<file path="src/rtl/dcnt_pwm_burst.sv">
// -----------------------------------------------------------------------------
// dcnt_pwm_burst
//
// Purpose
//   Consumer of an external free-running W-bit down counter (FF -> 00, wraps).
//   The block compares the live count against an active duty value to produce
//   a registered PWM output. It also emits one terminal-count pulse per period
//   and runs bursts of whole periods under a go/done control FSM.
//
//   Duty updates are double-buffered. An accepted duty value is parked in a
//   shadow register and promoted to the active register only at a period
//   boundary, which is the cycle in which the sampled count is zero. As a
//   result, the period that ends at a boundary always uses the old duty.
//
// Ports
//   clock       in   1  rising-edge clock, shared with the down counter
//   start       in   1  asynchronous active-high reset (also presets the counter)
//   count       in   W  live down-counter value
//   duty_in     in   W  requested duty (high cycles per period)
//   duty_valid  in   1  duty_in offered
//   duty_ready  out  1  shadow register free
//   go          in   1  burst request, honoured only in IDLE
//   burst_len   in   W  periods per burst, sampled on go; 0 = continuous
//   pwm         out  1  registered PWM output
//   tc_pulse    out  1  registered pulse, the cycle after count == 0
//   busy        out  1  FSM is in ARM or RUN
//   done        out  1  one-cycle pulse when a finite burst completes
//   burst_cnt   out  W  completed periods in the current or last burst
//
// FSM states
//   state  | meaning
//   IDLE   | waiting for go
//   ARM    | burst requested, pwm held low until the next boundary
//   RUN    | pwm active, one burst_cnt increment per boundary
//   DONE   | finite burst finished, done high for this single cycle
// -----------------------------------------------------------------------------
module dcnt_pwm_burst #(
  parameter int W = 8
) (
  input  logic         clock,
  input  logic         start,
  input  logic [W-1:0] count,
  input  logic [W-1:0] duty_in,
  input  logic         duty_valid,
  output logic         duty_ready,
  input  logic         go,
  input  logic [W-1:0] burst_len,
  output logic         pwm,
  output logic         tc_pulse,
  output logic         busy,
  output logic         done,
  output logic [W-1:0] burst_cnt
);

  localparam logic [1:0] S_IDLE = 2'd0;
  localparam logic [1:0] S_ARM  = 2'd1;
  localparam logic [1:0] S_RUN  = 2'd2;
  localparam logic [1:0] S_DONE = 2'd3;

  localparam logic [W-1:0] CNT_ZERO = '0;
  localparam logic [W-1:0] CNT_ONE  = {{(W-1){1'b0}}, 1'b1};

  logic [1:0]   state;
  logic [1:0]   state_nxt;

  logic [W-1:0] duty_active;
  logic [W-1:0] duty_shadow;
  logic         pending;

  logic [W-1:0] burst_target;
  logic [W-1:0] cnt_inc;

  logic         boundary;
  logic         accept;
  logic         last_period;
  logic         in_run;

  // ---------------------------------------------------------------------------
  // Decodes
  // ---------------------------------------------------------------------------
  assign boundary   = (count == CNT_ZERO);
  assign duty_ready = ~pending;
  assign accept     = duty_valid & duty_ready;
  assign in_run     = (state == S_RUN);
  assign busy       = (state == S_ARM) | (state == S_RUN);

  // The increment wraps naturally at W bits. A target of zero therefore never
  // matches, because continuous mode is excluded explicitly.
  assign cnt_inc     = burst_cnt + CNT_ONE;
  assign last_period = (burst_target != CNT_ZERO) && (cnt_inc == burst_target);

  // ---------------------------------------------------------------------------
  // Duty double buffer
  //
  // accept implies pending == 0. At a boundary, at most one of the promotion
  // path and the direct-load path can be taken.
  // ---------------------------------------------------------------------------
  always_ff @(posedge clock or posedge start) begin
    if (start) begin
      duty_active <= '0;
      duty_shadow <= '0;
      pending     <= 1'b0;
    end else if (boundary) begin
      if (pending) begin
        duty_active <= duty_shadow;
        pending     <= 1'b0;
      end else if (accept) begin
        // Accept on the boundary itself: the new value applies to the
        // period starting next cycle, so the shadow stage is bypassed.
        duty_active <= duty_in;
      end
    end else if (accept) begin
      duty_shadow <= duty_in;
      pending     <= 1'b1;
    end
  end

  // ---------------------------------------------------------------------------
  // Burst FSM
  // ---------------------------------------------------------------------------
  always_comb begin
    state_nxt = state;
    case (state)
      S_IDLE: begin
        if (go) begin
          state_nxt = S_ARM;
        end
      end
      S_ARM: begin
        // Leaving ARM on the boundary means RUN always begins at count == FF.
        if (boundary) begin
          state_nxt = S_RUN;
        end
      end
      S_RUN: begin
        if (boundary && last_period) begin
          state_nxt = S_DONE;
        end
      end
      S_DONE: begin
        state_nxt = S_IDLE;
      end
      default: begin
        state_nxt = S_IDLE;
      end
    endcase
  end

  always_ff @(posedge clock or posedge start) begin
    if (start) begin
      state <= S_IDLE;
    end else begin
      state <= state_nxt;
    end
  end

  // Burst target and completed-period counter.
  always_ff @(posedge clock or posedge start) begin
    if (start) begin
      burst_target <= '0;
      burst_cnt    <= '0;
    end else if ((state == S_IDLE) && go) begin
      burst_target <= burst_len;
      burst_cnt    <= '0;
    end else if (in_run && boundary) begin
      burst_cnt <= cnt_inc;
    end
  end

  // ---------------------------------------------------------------------------
  // Registered outputs
  // ---------------------------------------------------------------------------
  always_ff @(posedge clock or posedge start) begin
    if (start) begin
      pwm      <= 1'b0;
      tc_pulse <= 1'b0;
      done     <= 1'b0;
    end else begin
      tc_pulse <= boundary;
      // A strict less-than gives the last duty_active counts of each period,
      // so the maximum duty still leaves one low cycle per period.
      pwm      <= in_run && (count < duty_active);
      // done is set on the RUN->DONE transition, so it is high exactly while
      // the state register holds DONE.
      done     <= in_run && boundary && last_period;
    end
  end

endmodule
</file>
<file path="config.mk">
export PLATFORM = sky130hd
export DESIGN_NAME = dcnt_pwm_burst
export DESIGN_NICKNAME = d
export VERILOG_FILES = /design/src/rtl/dcnt_pwm_burst.sv
export SDC_FILE = /design/constraint.sdc
export NUM_CORES = 1
export LEC_CHECK = 0
export CORE_AREA = 5 5 69 71
export CTS_CLUSTER_SIZE = 25
export DETAILED_ROUTE_END_ITERATION = 12
export DIE_AREA = 0 0 74 76
export HOLD_SLACK_MARGIN = 0.1
export PLACE_DENSITY_LB_ADDON = 0.15
export SLEW_MARGIN = 20
export SYNTH_ARGS = -nofsm -noshare
export SYNTH_HDL_FRONTEND = slang
export SYNTH_SLANG_ARGS = --single-unit
</file>
<file path="constraint.sdc">
create_clock -name clock -period 5 [get_ports clock]
set_input_delay 0.75 -clock clock [delete_from_list [all_inputs] [get_ports clock]]
set_output_delay 0.75 -clock clock [all_outputs]
set_load 0.005 [all_outputs]
</file>
# Word level (Yosys, flattened, before mapping)
# Index checks and enable logic that the tools add are counted.
[word_totals]
inputBits = 28
output_inout_bits = 13
elab_cells = 47
regBits = 38
[op_classes]
addsub = 1
order_cmp = 1
n_reduce_logical = 15
n_bitwise = 4
n_eq_ne = 7
n_mux = 10
[ops]
columns = ["operator", "n"]
rows = [
  ["$mux W8", 4],
  ["$add A8 B1 Y8 const B", 1],
  ["$eq A8 B8 Y1", 1],
  ["$logic_not A8 Y1", 1],
  ["$lt A8 B8 Y1", 1],
  ["$pmux W2 S4", 1],
  ["$reduce_bool A8 Y1", 1],
  ["$logic_and A1 B1 Y1", 6],
  ["$mux W2", 3],
  ["$reduce_bool A2 Y1", 3],
  ["$eq A2 B2 Y1 const B", 2],
  ["$ne A2 B2 Y1 const B", 2],
  ["$reduce_and A2 Y1", 2],
  ["$reduce_and A3 Y1", 1],
  ["$eq A2 B1 Y1 const B", 1],
  ["$logic_not A2 Y1", 1],
  ["$mux W1", 2],
  ["$ne A2 B1 Y1 const B", 1],
  ["$not A1 Y1", 2],
  ["$and A1 B1 Y1", 1],
  ["$or A1 B1 Y1", 1],
]

# Depth between registers and ports, before layout
# Gate-level depths: netlist of the first run.
[depth]
word_depth = 6
mapped_depth = 7
mapped_depth_nobuf = 7

# Worst setup path after synthesis of the first run
# No wires, ideal clock.
[synth_path]
path_type = "input port to flip-flop"
from = "in count[4]"
to = "reg state[1]"
setup_time_ps = 135
n_path_buf = 0
path_slack_ps = 2737
t_arrival_ps = 2128
t_required_ps = 4865
path_stages = 6
cell_sequence = "or4_4 -> nor2_8 -> o2111ai_1 -> nor4_2 -> mux2i_1 -> o311ai_1"
[synth_between]
elab_chain_len = 4
word_cells_on_any_way = 5
classes_between = "eq/ne: 2; reduce/logical: 3"
[synth_rtl]
columns = ["item", "line_no", "source"]
rows = [
  ["from (decl)", "42", "input logic [W-1:0] count,"],
  ["$logic_not A8 Y1 (*)", "81", "assign boundary = (count == CNT_ZERO);"],
  ["net boundary", "73", "logic boundary;"],
  ["$logic_and A1 B1 Y1", "136", "if (boundary && last_period) begin"],
  ["$ne A2 B1 Y1 (no source line)", "-", ""],
  ["$reduce_and A3 Y1 (no source line) (*)", "-", ""],
  ["to (signal assigned)", "153", "state <= state_nxt;"],
  ["to (decl)", "63", "logic [1:0] state;"],
]
# The timed path passes the listed nets; every way through them passes the cells marked *.
# A chain may end at the register's enable or synchronous reset.

# Final worst setup path of the first run
# Same ends and word-level chain as after synthesis.

==> impl_metrics.py, run 1 <==
metrics = {
    "outcome": {
        "status": "finished, final reports clean",
    },
    "pwr": {
        "peakVddDrop_uv": 273,
        "p_clk_share_pct": 20.7,
        "p_per_area_nw_per_um2": 345,
        "p_int_mw": 0.636,
        "pwr-share-seq_pct": 44.8,
        "cellLeakagePower_nw": 1.19,
        "p_comb_share_pct": 34.5,
        "p_sw_share_pct": 32.6,
        "p_switching_mw": 0.307,
    },
    "die": {
        "io_pins": 41,
        "initial_core_util_pct": 53.1,
        "die_w_um": 74,
        "core_area_um2": 4170,
        "die_h_um": 76,
        "dieArea_um2": 5620,
        "row_count": 24,
    },
    "drt": {
        "dr_wl_met2_um": 1810,
        "final_antenna_net_count": 0,
        "firstDrtPassIters": 4,
        "vias_per_cell": 5.34,
        "wl_met1_um": 2170,
        "routedWlPerCell_um": 14.3,
        "routed_wl_um": 4290,
        "drt_iter0_markers": 51,
        "routed.top_layer": "met4",
        "drcViolationCount": 0,
        "wl_met3_um": 256,
        "vias": 1602,
    },
    "clock_network": {
        "cts_tree": "yes",
        "insertion_delay_ns": 0.29,
        "clockRootBuffer": "clkbuf_8",
        "htreeDepth": 2,
        "cts_sinks": 38,
        "cts_setup_buffers": 0,
        "clk_pin_slew_ns": 0.07,
        "post_cts_resized": 0,
        "clockBufferDepth": 2,
        "cts_buffers": 5,
        "postCtsHoldBufs": 0,
    },
    "place": {
        "dp_hpwl_um": 3250,
        "placed_area_um2": 2660,
        "place_congestion": 0.829,
        "port_buffers": 40,
    },
    "synth": {
        "synth_commonest_cells": "dfrtp_1 (38), nand2_1 (19), nor2_1 (17), inv_1 (15), mux2_2 (15)",
        "syn_nets": 248,
        "synth_seq_cells": 38,
        "synth-main-ff-cell": "dfrtp_1",
        "async_flop_share_pct": 100,
        "synth.top_cell.area_share_pct": 42.9,
        "yosys-top-cells-area": "dfrtp_1 (43%), mux2_2 (7.6%), ha_1 (6.8%)",
        "synth.largest_area_cell": "dfrtp_1",
        "yosysWarnings": 0,
        "synth_edf_count": 0,
        "syn_area_per_cell_um2": 10.7,
        "ys_types": 47,
        "synth_most_common_cell": "dfrtp_1",
        "synth-seq-area-share_pct": 42.9,
        "synth_area_um2": 2220,
        "syn_inst": 208,
    },
    "worst_setup_path": {
        "crit_chain": "clkdlybuf4s50_1 > or4_4 > nor2_8 > o2111ai_1 > nor4_2 > mux2i_1 > o311ai_1",
        "r2r_cells": 7,
        "cp-start-kind": "input pin",
        "cp_data_required_time_ns": 5.16,
        "slowest_stage": "or4_4",
        "end_kind": "register",
        "path_max_fanout": 6,
        "cp_slowest_stage_delay_ns": 0.61,
        "critPathKind": "in -> reg",
        "worstPathArrival_ns": 2.72,
    },
    "sta": {
        "min_period_over_period_pct": 51.2,
        "final-hold-violation-count": 0,
        "report.final.slew_viol_count": 0,
        "finClkSkew_ns": 0.00520,
        "timing.slew.headroom_pct": 42.8,
        "period_minus_slack_ns": 2.56,
        "worst_slew_pin_slew_ns": 0.852,
        "finalSetupViolations": 0,
        "fin_tns_setup_ns": 0,
        "fmax_ghz": 0.390,
        "rsz0062_at_grt": "no",
    },
    "layout": {
        "diodes": 0,
        "drive_above_1_share_pct": 13.7,
        "nets": 288,
        "finalInstanceArea_um2": 2730,
        "fill_cells": 352,
        "synthToLayoutAreaGrowth_pct": 23.2,
    },
    "global_route": {
        "grt_max_degree": 39,
        "grt_usage_pct": 17.0,
        "grt_pass1_wl_um": 7600,
        "antenna_found_initial": 0,
        "grt_pass1_vias": 1631,
        "overflow": 0,
    },
    "min_path": {
        "hold_path_class": "reg -> reg",
        "hold_depth": 2,
    },
    "run": {
        "maxCapViolCount": 0,
    },
}
[area by class of cell]
cell class | instances | area, µm² | area share, %
clock buffers | 7 | 76.3 | 2.79
inverters | 15 | 56.3 | 2.06
multi-input cells | 147 | 1180 | 43.0
flip-flops and latches | 38 | 951 | 34.8
well taps | 52 | 65.1 | 2.38
repair buffers | 41 | 408 | 14.9
[power by group through the flow]
stage          registers, mW  logic [mW]  clock network, mW
6_report               0.423       0.325              0.195
5_1_grt                0.432       0.368              0.218
4_1_cts                0.422       0.331              0.202
3_5_place_dp           0.428       0.328                  0
3_3_place_gp           0.427       0.325                  0
2_1_floorplan          0.411       0.244                  0
[routing by layer]
layer	GRT usage [%]	vias up
li1	-	809
met1	25.3	753
met2	24.0	35
met3	5.15	5
met4	4.35	0
met5	0	-
[final timing paths]
| check | slack (ns) | to | start |
|---|---|---|---|
| setup / recovery | 2.44 | state[1] | count[4] |
| hold / removal | 0.48 | duty_active[1] | duty_active[1] |
| setup reg to reg | 2.80 | state[1] | burst_cnt[0] |
| hold reg to reg | 0.48 | duty_active[1] | duty_active[1] |
| max in group asynchronous | 3.80 | burst_cnt[2] | start |
| min in group asynchronous | 0.87 | pending | start |
[critical path: cells and delay by family]
kind	cells	cell delay, ns
simple gates	3	1.03
buf+inv	1	0.42
compound gates	2	0.25
mux	1	0.25
[placed cells by master (no fill, tap or decap), types with 2 or more instances in the layout]
| master | instances |
|---|---|
| clkdlybuf4s50_1 | 40 |
| dfrtp_1 | 38 |
| nand2_1 | 19 |
| nor2_1 | 17 |
| mux2_2 | 15 |
| inv_1 | 15 |
| ha_1 | 12 |
| o21ai_0 | 10 |
| mux2i_1 | 10 |
| xnor2_1 | 7 |
| xor2_1 | 7 |
| o21ai_1 | 5 |
| clkbuf_8 | 5 |
| nand4_1 | 4 |
| and2_1 | 2 |
| or4_4 | 2 |
| nor3_1 | 2 |
| nor4b_2 | 2 |
| o21bai_1 | 2 |
| nor4_1 | 2 |
| o21a_1 | 2 |
| o2111ai_1 | 2 |
| a21o_1 | 2 |
| clkbuf_1 | 2 |
[registers in the layout, summed over array words and instances, names as in the netlist]
signal        count
duty_active       8
duty_shadow       8
state             2
pending           1
pwm               1
burst_target      8
tc_pulse          1
done              1
burst_cnt         8
[through the flow]
stage               worst slack (ns)  total power [mW]  instances  utilization (%)  hold slack (ns)
floorplan                       2.74             0.655        208                -            0.450
global placement                2.21             0.752        293             63.6            0.463
detailed placement              2.15             0.757        293             63.6            0.474
CTS                             2.42             0.955        300             65.5            0.490
global route                    2.35              1.02        300             65.5            0.530
finish                          2.44             0.944        300             65.5            0.481
[kinds of logic after synthesis]
logic type | after synthesis | share of synthesized area (%)
AO/OA/AOI/OAI | 33 | 10.8
XOR/XNOR | 15 | 6.54
adder cells (fa/ha/maj) | 12 | 6.77
AND/OR/NAND/NOR | 62 | 16.8
buffers and inverters | 23 | 4.12
flip-flops | 38 | 42.9
multiplexers | 25 | 12.1
Power figures use the tool's default switching activity.
==> run 2, diff against run 1 <==
- CORE_AREA: 5 5 69 71 -> 5 5 75 77
- DIE_AREA: 0 0 74 76 -> 0 0 80 82
- clock period: 5 -> 2.1 ns (I/O delays scaled with it)
==> run 2 against run 1 <==
Net effect: non-clock buffer count increased by 28; power increased by 150%; clock-buffer cell count unchanged; critical endpoint unchanged; die area increased by 17%; sequential power increased by 140%; critical path type unchanged; clock power increased to 2.6 times the previous value; combinational power increased to 2.6 times the previous value.
==> impl_metrics.py, run 2 (synthesized netlist as in run 1, its figures left out) <==
metrics = {
    "outcome": {
        "status": "finished, final reports clean",
    },
    "clock_network": {
        "insertion_delay_ns": 0.29,
        "cts_sinks": 38,
        "cts_setup_buffers": 0,
        "clockRootBuffer": "clkbuf_8",
        "cts_buffers": 5,
        "htreeDepth": 2,
        "clk_pin_slew_ns": 0.07,
        "clockBufferDepth": 2,
        "postCtsHoldBufs": 0,
        "cts_tree": "yes",
    },
    "die": {
        "row_count": 26,
        "initial_core_util_pct": 44.9,
        "io_pins": 41,
        "die_w_um": 80,
        "die_h_um": 82,
        "core_area_um2": 4940,
        "dieArea_um2": 6560,
    },
    "place": {
        "port_buffers": 40,
        "dp_hpwl_um": 3560,
        "dp_slack_ns": -0.248,
        "place_congestion": 0.754,
    },
    "global_route": {
        "overflow": 0,
        "antenna_found_initial": 0,
        "grt_max_degree": 39,
        "grt_pass1_wl_um": 7530,
        "grt_pass1_vias": 1658,
        "grt_usage_pct": 15.0,
    },
    "worst_setup_path": {
        "critPathKind": "in -> reg",
        "slowest_stage": "or4_4",
        "path_buf_inv": 1,
        "path_max_fanout": 4,
        "end_kind": "register",
        "cp-start-kind": "input pin",
        "worstPathArrival_ns": 2.22,
        "cp_slowest_stage_delay_ns": 0.57,
        "cp_top_family": "simple AND/OR/NAND/NOR gates",
        "cp_data_required_time_ns": 2.27,
        "crit_chain": "clkdlybuf4s50_1 > or4_4 > nor2_8 > o2111ai_2 > nor4_4 > mux2i_1 > o311ai_1",
    },
    "layout": {
        "synthToLayoutAreaGrowth_pct": 35.8,
        "diodes": 0,
        "fill_cells": 430,
        "nets": 316,
        "drive_above_1_share_pct": 24.5,
        "final_cell_mix": "clkdlybuf4s50_1 (40), dfrtp_1 (38), buf_4 (29)",
        "mostFrequentLayoutCell": "clkdlybuf4s50_1",
        "fin_util_pct": 60.9,
    },
    "sta": {
        "report.final.slew_viol_count": 0,
        "worst_slew_pin_slew_ns": 0.483,
        "final-hold-violation-count": 0,
        "hold_ws_ns": 0.436,
        "fmax_ghz": 0.487,
        "finClkSkew_ns": 0.00611,
        "fin_ws_ns": 0.0467,
        "timing.slew.headroom_pct": 67.7,
        "min_period_over_period_pct": 97.8,
        "finalSetupViolations": 0,
        "period_minus_slack_ns": 2.05,
        "rsz0062_at_grt": "yes",
    },
    "drt": {
        "vias": 1728,
        "final_antenna_net_count": 0,
        "firstDrtPassIters": 4,
        "routed_wl_um": 4510,
        "routedWlPerCell_um": 13.0,
        "drcViolationCount": 0,
        "vias_per_cell": 4.98,
        "drt_iter0_markers": 53,
    },
    "pwr": {
        "pwr-share-seq_pct": 42.9,
        "p_clk_share_pct": 21.5,
        "p_sw_share_pct": 32.4,
        "p_int_mw": 1.59,
        "peakVddDrop_uv": 565,
        "p_switching_mw": 0.764,
        "cellLeakagePower_nw": 1.35,
        "p_comb_share_pct": 35.6,
        "p_per_area_nw_per_um2": 783,
    },
    "run": {
        "maxCapViolCount": 0,
    },
    "min_path": {
        "hold_path_class": "in -> async",
    },
}
## run 2: timing repair
item	CTS	global route
gates resized for setup	0	6
setup endpoints to repair	0	2
endpoints found under the hold margin	0	0
## run 2: stage by stage
step	std cells	TNS (ns)	cell area, µm²	total power [mW]
4_1_cts	347	0	2980	2.36
2_1_floorplan	208	0	2220	1.56
6_report	347	0	3010	2.36
3_5_place_dp	339	-2.80	2890	1.84
3_3_place_gp	339	-2.10	2890	1.83
5_1_grt	347	-0.0678	3010	2.53
## run 2: per-layer routing
metal / routed length, µm / GRT usage, % / vias to the layer above
met1: 2220 / 20.9 / 825
met5: 0 / 0 / -
met4: 60 / 4.56 / 0
met3: 178 / 3.62 / 6
met2: 2050 / 23.2 / 30
li1: - / - / 867
## run 2: worst paths after layout
path / slack (ns) / cells after the start / from / end
worst min register to register: 0.48 / 2 / duty_active[5] / duty_active[5]
min in group clock: 0.48 / 2 / duty_active[5] / duty_active[5]
worst max register to register: 0.09 / 7 / burst_cnt[0] / state[1]
worst max-delay path: 0.05 / 7 / count[1] / state[1]
worst min-delay path: 0.44 / 3 / start / burst_target[6]
max in group asynchronous: 1.33 / 3 / start / state[0]
## run 2: final cells by class
class,instances,area [µm²],share of cell area (%)
clock buffers,7,86.3,2.87
repair buffers,69,618,20.5
multi-input cells,147,1210,40.1
well taps,70,87.6,2.91
flip-flops and latches,38,951,31.6
clock inverters,1,5.00,0.166
inverters,15,56.3,1.87
## run 2: worst register-to-register path, stage by stage, from the launching register on
cell and delay [ns]:
dfrtp_1 0.43, ha_1 0.34, xnor2_1 0.20, o21a_1 0.17, o2111ai_2 0.14, nor4_4 0.26
mux2i_1 0.24, o311ai_1 0.11
## run 2: power groups by stage
stage | logic, mW | clock network [mW] | registers [mW]
2_1_floorplan | 0.580 | 0 | 0.979
3_3_place_gp | 0.808 | 0 | 1.02
3_5_place_dp | 0.819 | 0 | 1.02
4_1_cts | 0.822 | 0.526 | 1.01
5_1_grt | 0.928 | 0.567 | 1.04
6_report | 0.840 | 0.506 | 1.01
==> run 3, diff against run 2 <==
- SLEW_MARGIN: 20 -> not set
==> results of run 3 <==
Same layout as run 2: the final DEF is identical, and so are final timing and power.
